===== src/rtl/cpu_types_pkg.sv =====
// -----------------------------------------------------------------------------
// cpu_types_pkg
//   Shared types for the single-cycle MIPS datapath. This file holds the memory
//   arbiter additions:
//     arbstate_t       - arbiter FSM states
//     acckind_t        - kind of the access latched at grant time
//     ARB_TIMEOUT_WORD - read data returned when an access times out
//     acc_is_read()    - true for accesses that return load data
// -----------------------------------------------------------------------------
package cpu_types_pkg;

   typedef enum logic [1:0] {
      IDLE,
      IACC,
      DACC,
      DONE
   } arbstate_t;

   typedef enum logic [1:0] {
      ACC_IFETCH,
      ACC_DREAD,
      ACC_DWRITE
   } acckind_t;

   localparam logic [31:0] ARB_TIMEOUT_WORD = 32'hBAD1BAD1;

   function automatic logic acc_is_read(input acckind_t k);
      return (k != ACC_DWRITE);
   endfunction

endpackage


===== src/rtl/arb_timeout_counter.sv =====
// -----------------------------------------------------------------------------
// arb_timeout_counter
//   Saturating up-counter with synchronous clear. o_expired is high while the
//   count equals MAX; the count never wraps.
//   Ports:
//     i_clk      clock
//     i_rst      synchronous active-high reset (count -> 0)
//     i_clr      synchronous clear (count -> 0), wins over i_inc
//     i_inc      increment enable
//     o_expired  count == MAX
// -----------------------------------------------------------------------------
module arb_timeout_counter #(
   parameter int MAX = 64
) (
   input  logic i_clk,
   input  logic i_rst,
   input  logic i_clr,
   input  logic i_inc,
   output logic o_expired
);

   localparam int CW = (MAX < 1) ? 1 : $clog2(MAX + 1);

   logic [CW-1:0] r_cnt;

   assign o_expired = (r_cnt == CW'(MAX));

   always_ff @(posedge i_clk) begin
      if (i_rst) begin
         r_cnt <= '0;
      end else if (i_clr) begin
         r_cnt <= '0;
      end else if (i_inc && !o_expired) begin
         r_cnt <= r_cnt + CW'(1);
      end
   end

endmodule


===== src/rtl/memory_arbiter.sv =====
// -----------------------------------------------------------------------------
// memory_arbiter
//   Shares one single-ported RAM between instruction fetch and data access.
//   One request is latched per access; RAM strobes come from registered state;
//   completion is reported by a one-cycle ihit/dhit pulse with registered load
//   data. An access with no ramready is aborted and sets the sticky err flag.
//
//   Optional feature macro: ARB_FAIRNESS_EN
//     defined   - after STARVE_MAX consecutive data grants made while iREN is
//                 high, the next arbitration goes to the instruction path.
//     undefined - strict data priority.
//
//   Ports:
//     CLK, RST                  clock, synchronous active-high reset
//     iREN, iaddr               instruction read request / address
//     ihit, iload               fetch complete pulse / fetched word (held)
//     dREN, dWEN, daddr, dstore data read/write request, address, write data
//     dhit, dload               data complete pulse / loaded word (held)
//     ramREN, ramWEN            RAM strobes
//     ramaddr, ramstore         RAM address / write data (0 outside accesses)
//     ramload, ramready         RAM read data / completion pulse
//     err                       sticky timeout flag
// -----------------------------------------------------------------------------
module memory_arbiter
   import cpu_types_pkg::*;
#(
   parameter int TIMEOUT    = 64,
   parameter int STARVE_MAX = 4
) (
   input  logic        CLK,
   input  logic        RST,
   input  logic        iREN,
   input  logic [31:0] iaddr,
   output logic        ihit,
   output logic [31:0] iload,
   input  logic        dREN,
   input  logic        dWEN,
   input  logic [31:0] daddr,
   input  logic [31:0] dstore,
   output logic        dhit,
   output logic [31:0] dload,
   output logic        ramREN,
   output logic        ramWEN,
   output logic [31:0] ramaddr,
   output logic [31:0] ramstore,
   input  logic [31:0] ramload,
   input  logic        ramready,
   output logic        err
);

   arbstate_t   r_state;
   acckind_t    r_kind;
   logic [31:0] r_addr;
   logic [31:0] r_store;
   logic [31:0] r_iload;
   logic [31:0] r_dload;
   logic        r_err;

   arbstate_t   w_next;
   logic        w_grant;
   acckind_t    w_gkind;
   logic        w_capture;
   logic        w_abort;
   logic        w_acc;
   logic        w_tmo_exp;
   logic        w_starved;
   logic [31:0] w_rdata;

   assign w_acc = (r_state == IACC) || (r_state == DACC);

   // The count holds the wait cycles already spent in the access (0 in the
   // first strobe cycle). It passes TIMEOUT-1 with no ramready and the abort
   // fires on the following cycle, placing the hit TIMEOUT+1 cycles after the
   // first strobe cycle.
   arb_timeout_counter #(.MAX(TIMEOUT)) u_tmo (
      .i_clk     (CLK),
      .i_rst     (RST),
      .i_clr     (w_grant),
      .i_inc     (w_acc),
      .o_expired (w_tmo_exp)
   );

`ifdef ARB_FAIRNESS_EN
   logic w_stv_inc;
   logic w_stv_clr;

   // Only data grants that pass over a waiting fetch count toward starvation.
   always_comb begin
      w_stv_inc = w_grant && (w_gkind != ACC_IFETCH) && iREN;
      w_stv_clr = w_grant && !w_stv_inc;
   end

   arb_timeout_counter #(.MAX(STARVE_MAX)) u_stv (
      .i_clk     (CLK),
      .i_rst     (RST),
      .i_clr     (w_stv_clr),
      .i_inc     (w_stv_inc),
      .o_expired (w_starved)
   );
`else
   assign w_starved = 1'b0;
`endif

   // Next-state and grant decision.
   always_comb begin
      w_next    = r_state;
      w_grant   = 1'b0;
      w_gkind   = ACC_IFETCH;
      w_capture = 1'b0;
      w_abort   = 1'b0;
      case (r_state)
         IDLE: begin
            if (w_starved && iREN) begin
               w_grant = 1'b1;
               w_gkind = ACC_IFETCH;
               w_next  = IACC;
            end else if (dWEN) begin
               // dREN together with dWEN is served as a write
               w_grant = 1'b1;
               w_gkind = ACC_DWRITE;
               w_next  = DACC;
            end else if (dREN) begin
               w_grant = 1'b1;
               w_gkind = ACC_DREAD;
               w_next  = DACC;
            end else if (iREN) begin
               w_grant = 1'b1;
               w_gkind = ACC_IFETCH;
               w_next  = IACC;
            end
         end
         IACC, DACC: begin
            // ramready wins if it coincides with the timeout
            if (ramready) begin
               w_capture = 1'b1;
               w_next    = DONE;
            end else if (w_tmo_exp) begin
               w_abort = 1'b1;
               w_next  = DONE;
            end
         end
         DONE:    w_next = IDLE;
         default: w_next = IDLE;
      endcase
   end

   assign w_rdata = w_capture ? ramload : ARB_TIMEOUT_WORD;

   always_ff @(posedge CLK) begin
      if (RST) begin
         r_state <= IDLE;
         r_kind  <= ACC_IFETCH;
         r_addr  <= '0;
         r_store <= '0;
         r_iload <= '0;
         r_dload <= '0;
         r_err   <= 1'b0;
      end else begin
         r_state <= w_next;
         if (w_grant) begin
            r_kind <= w_gkind;
            if (w_gkind == ACC_IFETCH) begin
               r_addr  <= iaddr;
               r_store <= '0;
            end else begin
               r_addr  <= daddr;
               r_store <= dstore;
            end
         end
         if ((w_capture || w_abort) && acc_is_read(r_kind)) begin
            if (r_kind == ACC_IFETCH) r_iload <= w_rdata;
            else                      r_dload <= w_rdata;
         end
         if (w_abort) r_err <= 1'b1;
      end
   end

   assign ramREN   = w_acc && acc_is_read(r_kind);
   assign ramWEN   = (r_state == DACC) && (r_kind == ACC_DWRITE);
   assign ramaddr  = w_acc ? r_addr  : '0;
   assign ramstore = w_acc ? r_store : '0;
   assign ihit     = (r_state == DONE) && (r_kind == ACC_IFETCH);
   assign dhit     = (r_state == DONE) && (r_kind != ACC_IFETCH);
   assign iload    = r_iload;
   assign dload    = r_dload;
   assign err      = r_err;

endmodule

===== config.mk =====
export PLATFORM = sky130hd
export DESIGN_NAME = memory_arbiter
export DESIGN_NICKNAME = d
export VERILOG_FILES = /design/src/rtl/cpu_types_pkg.sv /design/src/rtl/arb_timeout_counter.sv /design/src/rtl/memory_arbiter.sv
export SDC_FILE = /design/constraint.sdc
export NUM_CORES = 1
export LEC_CHECK = 0
export BUFFER_PORTS_ARGS = -buffer_cell sky130_fd_sc_hd__clkbuf_2
export CORE_MARGIN = 4
export CORE_UTILIZATION = 40
export DETAILED_ROUTE_END_ITERATION = 10
export HOLD_SLACK_MARGIN = 0.12
export MAX_ROUTING_LAYER = met4
export PLACE_DENSITY = 0.73
export SYNTH_ARGS = -nofsm -noshare
export SYNTH_HDL_FRONTEND = slang
export SYNTH_SLANG_ARGS = --single-unit
export TNS_END_PERCENT = 10

===== constraint.sdc =====
create_clock -name CLK -period 2 [get_ports CLK]
set_input_delay 0.3 -clock CLK [delete_from_list [all_inputs] [get_ports CLK]]
set_output_delay 0.3 -clock CLK [all_outputs]
set_load 0.05 [all_outputs]

### Word level (Yosys, flattened, before mapping)

Cells that the tools add are included.

* ROM bits: 0
* memories: 0
* bits in registers: 140
* bits in latches: 0
* RAM bits: 0
* input bits: 134

* $add $sub $neg: 1
* equality and inequality tests: 8
* reductions and logical operators: 18
* muxes and demuxes: 23
* bitwise gates (word level): 1
* shift operators: 0
* div/mod/pow operators: 0
* $mul: 0
* magnitude comparators: 0

Operator list (number)
* $mux 32: 5
* $mux 2: 7
* $mux 1: 10
* $add 7x1->7 const B: 1
* $eq 7x7->1 const B: 1
* $eq 2x2->1 const B: 3
* $logic_and 1x1->1: 6
* $logic_not 2->1: 3
* $pmux 2 s3: 1
* $reduce_and 2->1: 3
* $ne 4x4->1 const B: 1
* $reduce_or 2->1: 2
* $ne 3x2->1 const B: 1
* $eq 2x1->1 const B: 1
* $logic_or 1x1->1: 2
* $ne 2x2->1 const B: 1
* $reduce_bool 2->1: 1
* $logic_not 1->1: 1
* $not 1->1: 1

### Logic depth before layout (Yosys ltp)

* depth after elaboration: 7
* depth in mapped cells: 8

### By module

A second synthesis with hierarchy kept.

* cells, all modules: 754
* area, all modules: 6170.9 sq um

Modules (own cells, without submodules)
* memory_arbiter: cells an instance 712, instances 1, area each 5819.3 sq um, seq. area each 2662.6 sq um
* arb_timeout_counter: cells an instance 42, instances 1, area each 351.6 sq um, seq. area each 140.1 sq um

### Worst setup path after synthesis

No wires, ideal clock.

* kind: register to output
* start: reg r_state[1]
* end: out ramREN
* data arrival time: 2430 ps
* slack: -730 ps
* cell stages (with the launch flop): 6
* path buffers: 2
* cells stage by stage: dfxtp_1 -> inv_1 -> ha_1 -> clkbuf_1 -> clkbuf_1 -> a21boi_0

* longest elaborated chain between the ends: 3
* elaborated cells between the ends (all ways): 4
* those cells by class: eq/ne: 2; reduce/logical: 2

RTL lines
* start, declared: RTL line memory_arbiter.sv:51 `arbstate_t r_state;`
* start signal, assigned: RTL line memory_arbiter.sv:159 `r_state <= w_next;`
* $eq 2x1->1 or $eq 2x2->1 (tied branches): RTL line memory_arbiter.sv:69 `assign w_acc = (r_state == IACC) || (r_state == DACC);`
* $logic_or 1x1->1 (*): RTL line memory_arbiter.sv:69
* $logic_and 1x1->1 (*): RTL line memory_arbiter.sv:178 `assign ramREN = w_acc && acc_is_read(r_kind);`
* end, declared: RTL line memory_arbiter.sv:42 `output logic ramREN,`

Every way passes the cells marked *; elsewhere a longest branch is shown, timed or not.

### Final worst setup path

* start: reg r_state[1]
* end: out ramstore[0]

* longest elaborated chain between the ends: 3
* elaborated cells between the ends (all ways): 4
* those cells by class: eq/ne: 2; mux: 1; reduce/logical: 1

RTL lines
* $eq 2x1->1 or $eq 2x2->1 (tied branches): RTL line memory_arbiter.sv:69
* $logic_or 1x1->1 (*): RTL line memory_arbiter.sv:69
* $mux 32 (*): RTL line memory_arbiter.sv:181 `assign ramstore = w_acc ? r_store : '0;`
* end, declared: RTL line memory_arbiter.sv:45 `output logic [31:0] ramstore,`

Marked as above.

==> flow_summary.ini <==
[flow_run]
maxCapViolCount = 0

[floorplan]
die-area_um2 = 16400
die_x_um = 128
core_area_um2 = 14000
core.rowCount = 43
die_h_um = 128
initial_core_util = 0.412
ioPinCount = 267

[cts]
h-tree-depth = 4
cts_made_buffers = 17
clk_pin_slew_ns = 0.07
cts.sinks = 140
cts_buffer_depth = 2
clk_latency_ns = 0.42
cts_tree = built
cts_root_buf = clkbuf_16

[setup_path]
critical_path_buf_inv_count = 4
cp.arrival_ns = 1.72
max_stage_delay_ns = 0.34
worst_ep_required_time_ns = 1.70
rrSetupSlack_ns = 0.05
start_kind = flop
r2r-end = r_state[0]
cp_max_fo = 8
r2r-start = r_state[0]
path_cells = inv_2 > ha_4 > buf_12 > clkbuf_16 > and2_4 > buf_8
crit_type = flop to output pin
slowest_stage = dfxtp_2
path_delay_family = buffers and inverters
cp-end-kind = output pin
r2r_cells = 8

[yosys]
ys_warn_count = 0
seq_area_frac_synth = 0.486
syn-cell-area_um2 = 5770
synth_edf_count = 0
yosys_register_bits = 140
syn_avg_cell_area_um2 = 8.85
syn-num-nets = 792
yosys-top-cells-area = dfxtp_1, and2_1, mux2i_1
yosys.area.top_type_share = 0.486
synth_flop_cell = dfxtp_1
ys_async_sr_fraction = 0
synthCells = 652
yosysTopAreaCell = dfxtp_1
synthDistinctLibCells = 38

[global_route]
antenna_found_initial = 0
grt_pass1_vias = 5958
grt_pass1_wl_um = 31000
grt_max_degree = 41
grt_use_total = 0.246
gr-total-overflow = 0

[place]
placed_area_um2 = 7560
hpwl_um = 12700
globalplace.congestion = 0.875
port_buffers = 266

[layout]
layout_commonest_cell = clkbuf_2
final_cell_mix = clkbuf_2, dfxtp_1, o21ai_0, and2_4, nand2_1
final_area_um2 = 9500
drive_gt1_frac = 0.415
syn_to_final_growth_pct = 64.7
fillCellCount = 1034
nNetsFinal = 1102

[timing]
holdWs_ns = 0.137
period_share = 1.01
slew_headroom = 0.523
timing.final.ws_setup_ns = -0.0194
rsz0062_at_grt = yes
setup_viol = 10
fmax_ghz = 0.495
period_needed_ns = 2.02
finClkSkew_ns = 0.0106
slew_violations = 0
finalHoldViolations = 0
tightest_slew_ns = 0.713
fin_tns_setup_ns = -0.109

[detailed_routing]
drc = 0
wl_per_cell_um = 17.5
dr.first_iter.drc_count = 286
drt_pass1_iterations = 5
ant_nets = 0
via_per_inst = 5.11
vias = 5898
wl_um = 20200

[pwr]
power_density_nw_per_um2 = 1440
p_leak_nw = 4.28
peakVddDrop_mv = 0.859

[status]
violations = negative setup slack
status = complete, but fails checks

[worst_hold_path]
min_to = r_store[12]
whs_path_depth = 2
min_from = dstore[12]
hold_path_class = input port to flop
[registers in the layout (all words and copies together), names as in the netlist]
| signal | flops |
|---|---|
| err | 1 |
| r_state | 2 |
| dload | 32 |
| r_kind | 2 |
| u_tmo.r_cnt | 7 |
| r_addr | 32 |
| r_store | 32 |
| iload | 32 |
[area by class of cell]
type / instances / area, µm² / share of cell area
repair buffers: 336 / 2960 / 0.312
multi-input cells: 443 / 2880 / 0.303
flip-flops and latches: 140 / 2810 / 0.295
clock buffers: 24 / 472 / 0.0496
well taps: 180 / 225 / 0.0237
inverters: 24 / 90.1 / 0.00948
clock inverters: 7 / 66.3 / 0.00698
diodes: 1 / 2.50 / 0.000263
[per-layer routing]
metal,vias up,global-route usage,part of all wire,wire [µm]
met5,-,-,0,0
met4,0,0.133,0.052,1050
met3,61,0.0571,0.074,1490
met2,272,0.397,0.49,9840
met1,2724,0.284,0.39,7840
li1,2841,-,-,-
[how the worst max path moves through the flow]
stage | from | cells after the start | endpoint | slack (ns)
5_1_grt | r_state[1] | 6 | ramstore[0] | -0.08
4_1_cts | r_state[0] | 6 | ramaddr[2] | -0.05
3_3_place_gp | r_state[1] | 5 | ramaddr[3] | 0.12
6_report | r_state[1] | 6 | ramstore[0] | -0.02
3_5_place_dp | r_state[1] | 8 | dload[18] | 0.08
2_1_floorplan | r_state[1] | 5 | ramaddr[10] | 0.03
[synth_stat cells (6+ instances only)]
master,n
dfxtp_1,140
and2_1,66
o21ai_0,64
nand2_1,54
nor2_1,52
clkbuf_1,39
nor3_1,39
a22o_1,33
mux2i_1,33
inv_1,24
a21oi_1,19
nand3_1,17
nand2b_1,15
a211oi_2,10
a211oi_1,9
ha_1,6
[worst register-to-register path, stage by stage (launching register included)]
cell and delay (ns):
dfxtp_2 0.33, inv_2 0.06, ha_4 0.29, buf_4 0.15
buf_4 0.14, nor2b_1 0.16, o2bb2ai_1 0.14, or4_1 0.52
o31ai_1 0.08
[where the power goes]
part	internal (W)	leakage (nW)	total (W)	switching, W
logic	0.00291	2.87	0.00699	0.00408
clock network	0.00176	0.264	0.00293	0.00116
registers	0.00342	1.15	0.00380	0.000373
total	0.00809	4.28	0.0137	0.00562
[per-stage QoR]
step	cells	util	power, W	setup WS (ns)
floorplan	652	-	0.00768	0.0308
global placement	1080	0.540	0.00918	0.120
detailed placement	1080	0.540	0.00923	0.0811
CTS	1153	0.670	0.0133	-0.0477
global route	1154	0.679	0.0143	-0.0828
finish	1155	0.679	0.0137	-0.0194
[repair_timing]
item	in CTS	in global routing
endpoints found under the setup margin	65	66
hold endpoints to repair	36	0
cloned	1	1
pin swaps	11	17
gates resized for setup	159	65
hold buffers	36	0
setup buffers	5	1
[logic make-up after synthesis]
family / share of synthesized area
AO/OA/AOI/OAI: 0.166
XOR/XNOR: 0.00607
adder cells (fa/ha/maj): 0.0130
buffers and inverters: 0.0479
flip-flops: 0.486
multiplexers: 0.0592
AND/OR/NAND/NOR: 0.222
(Power assumes the default switching activity.)
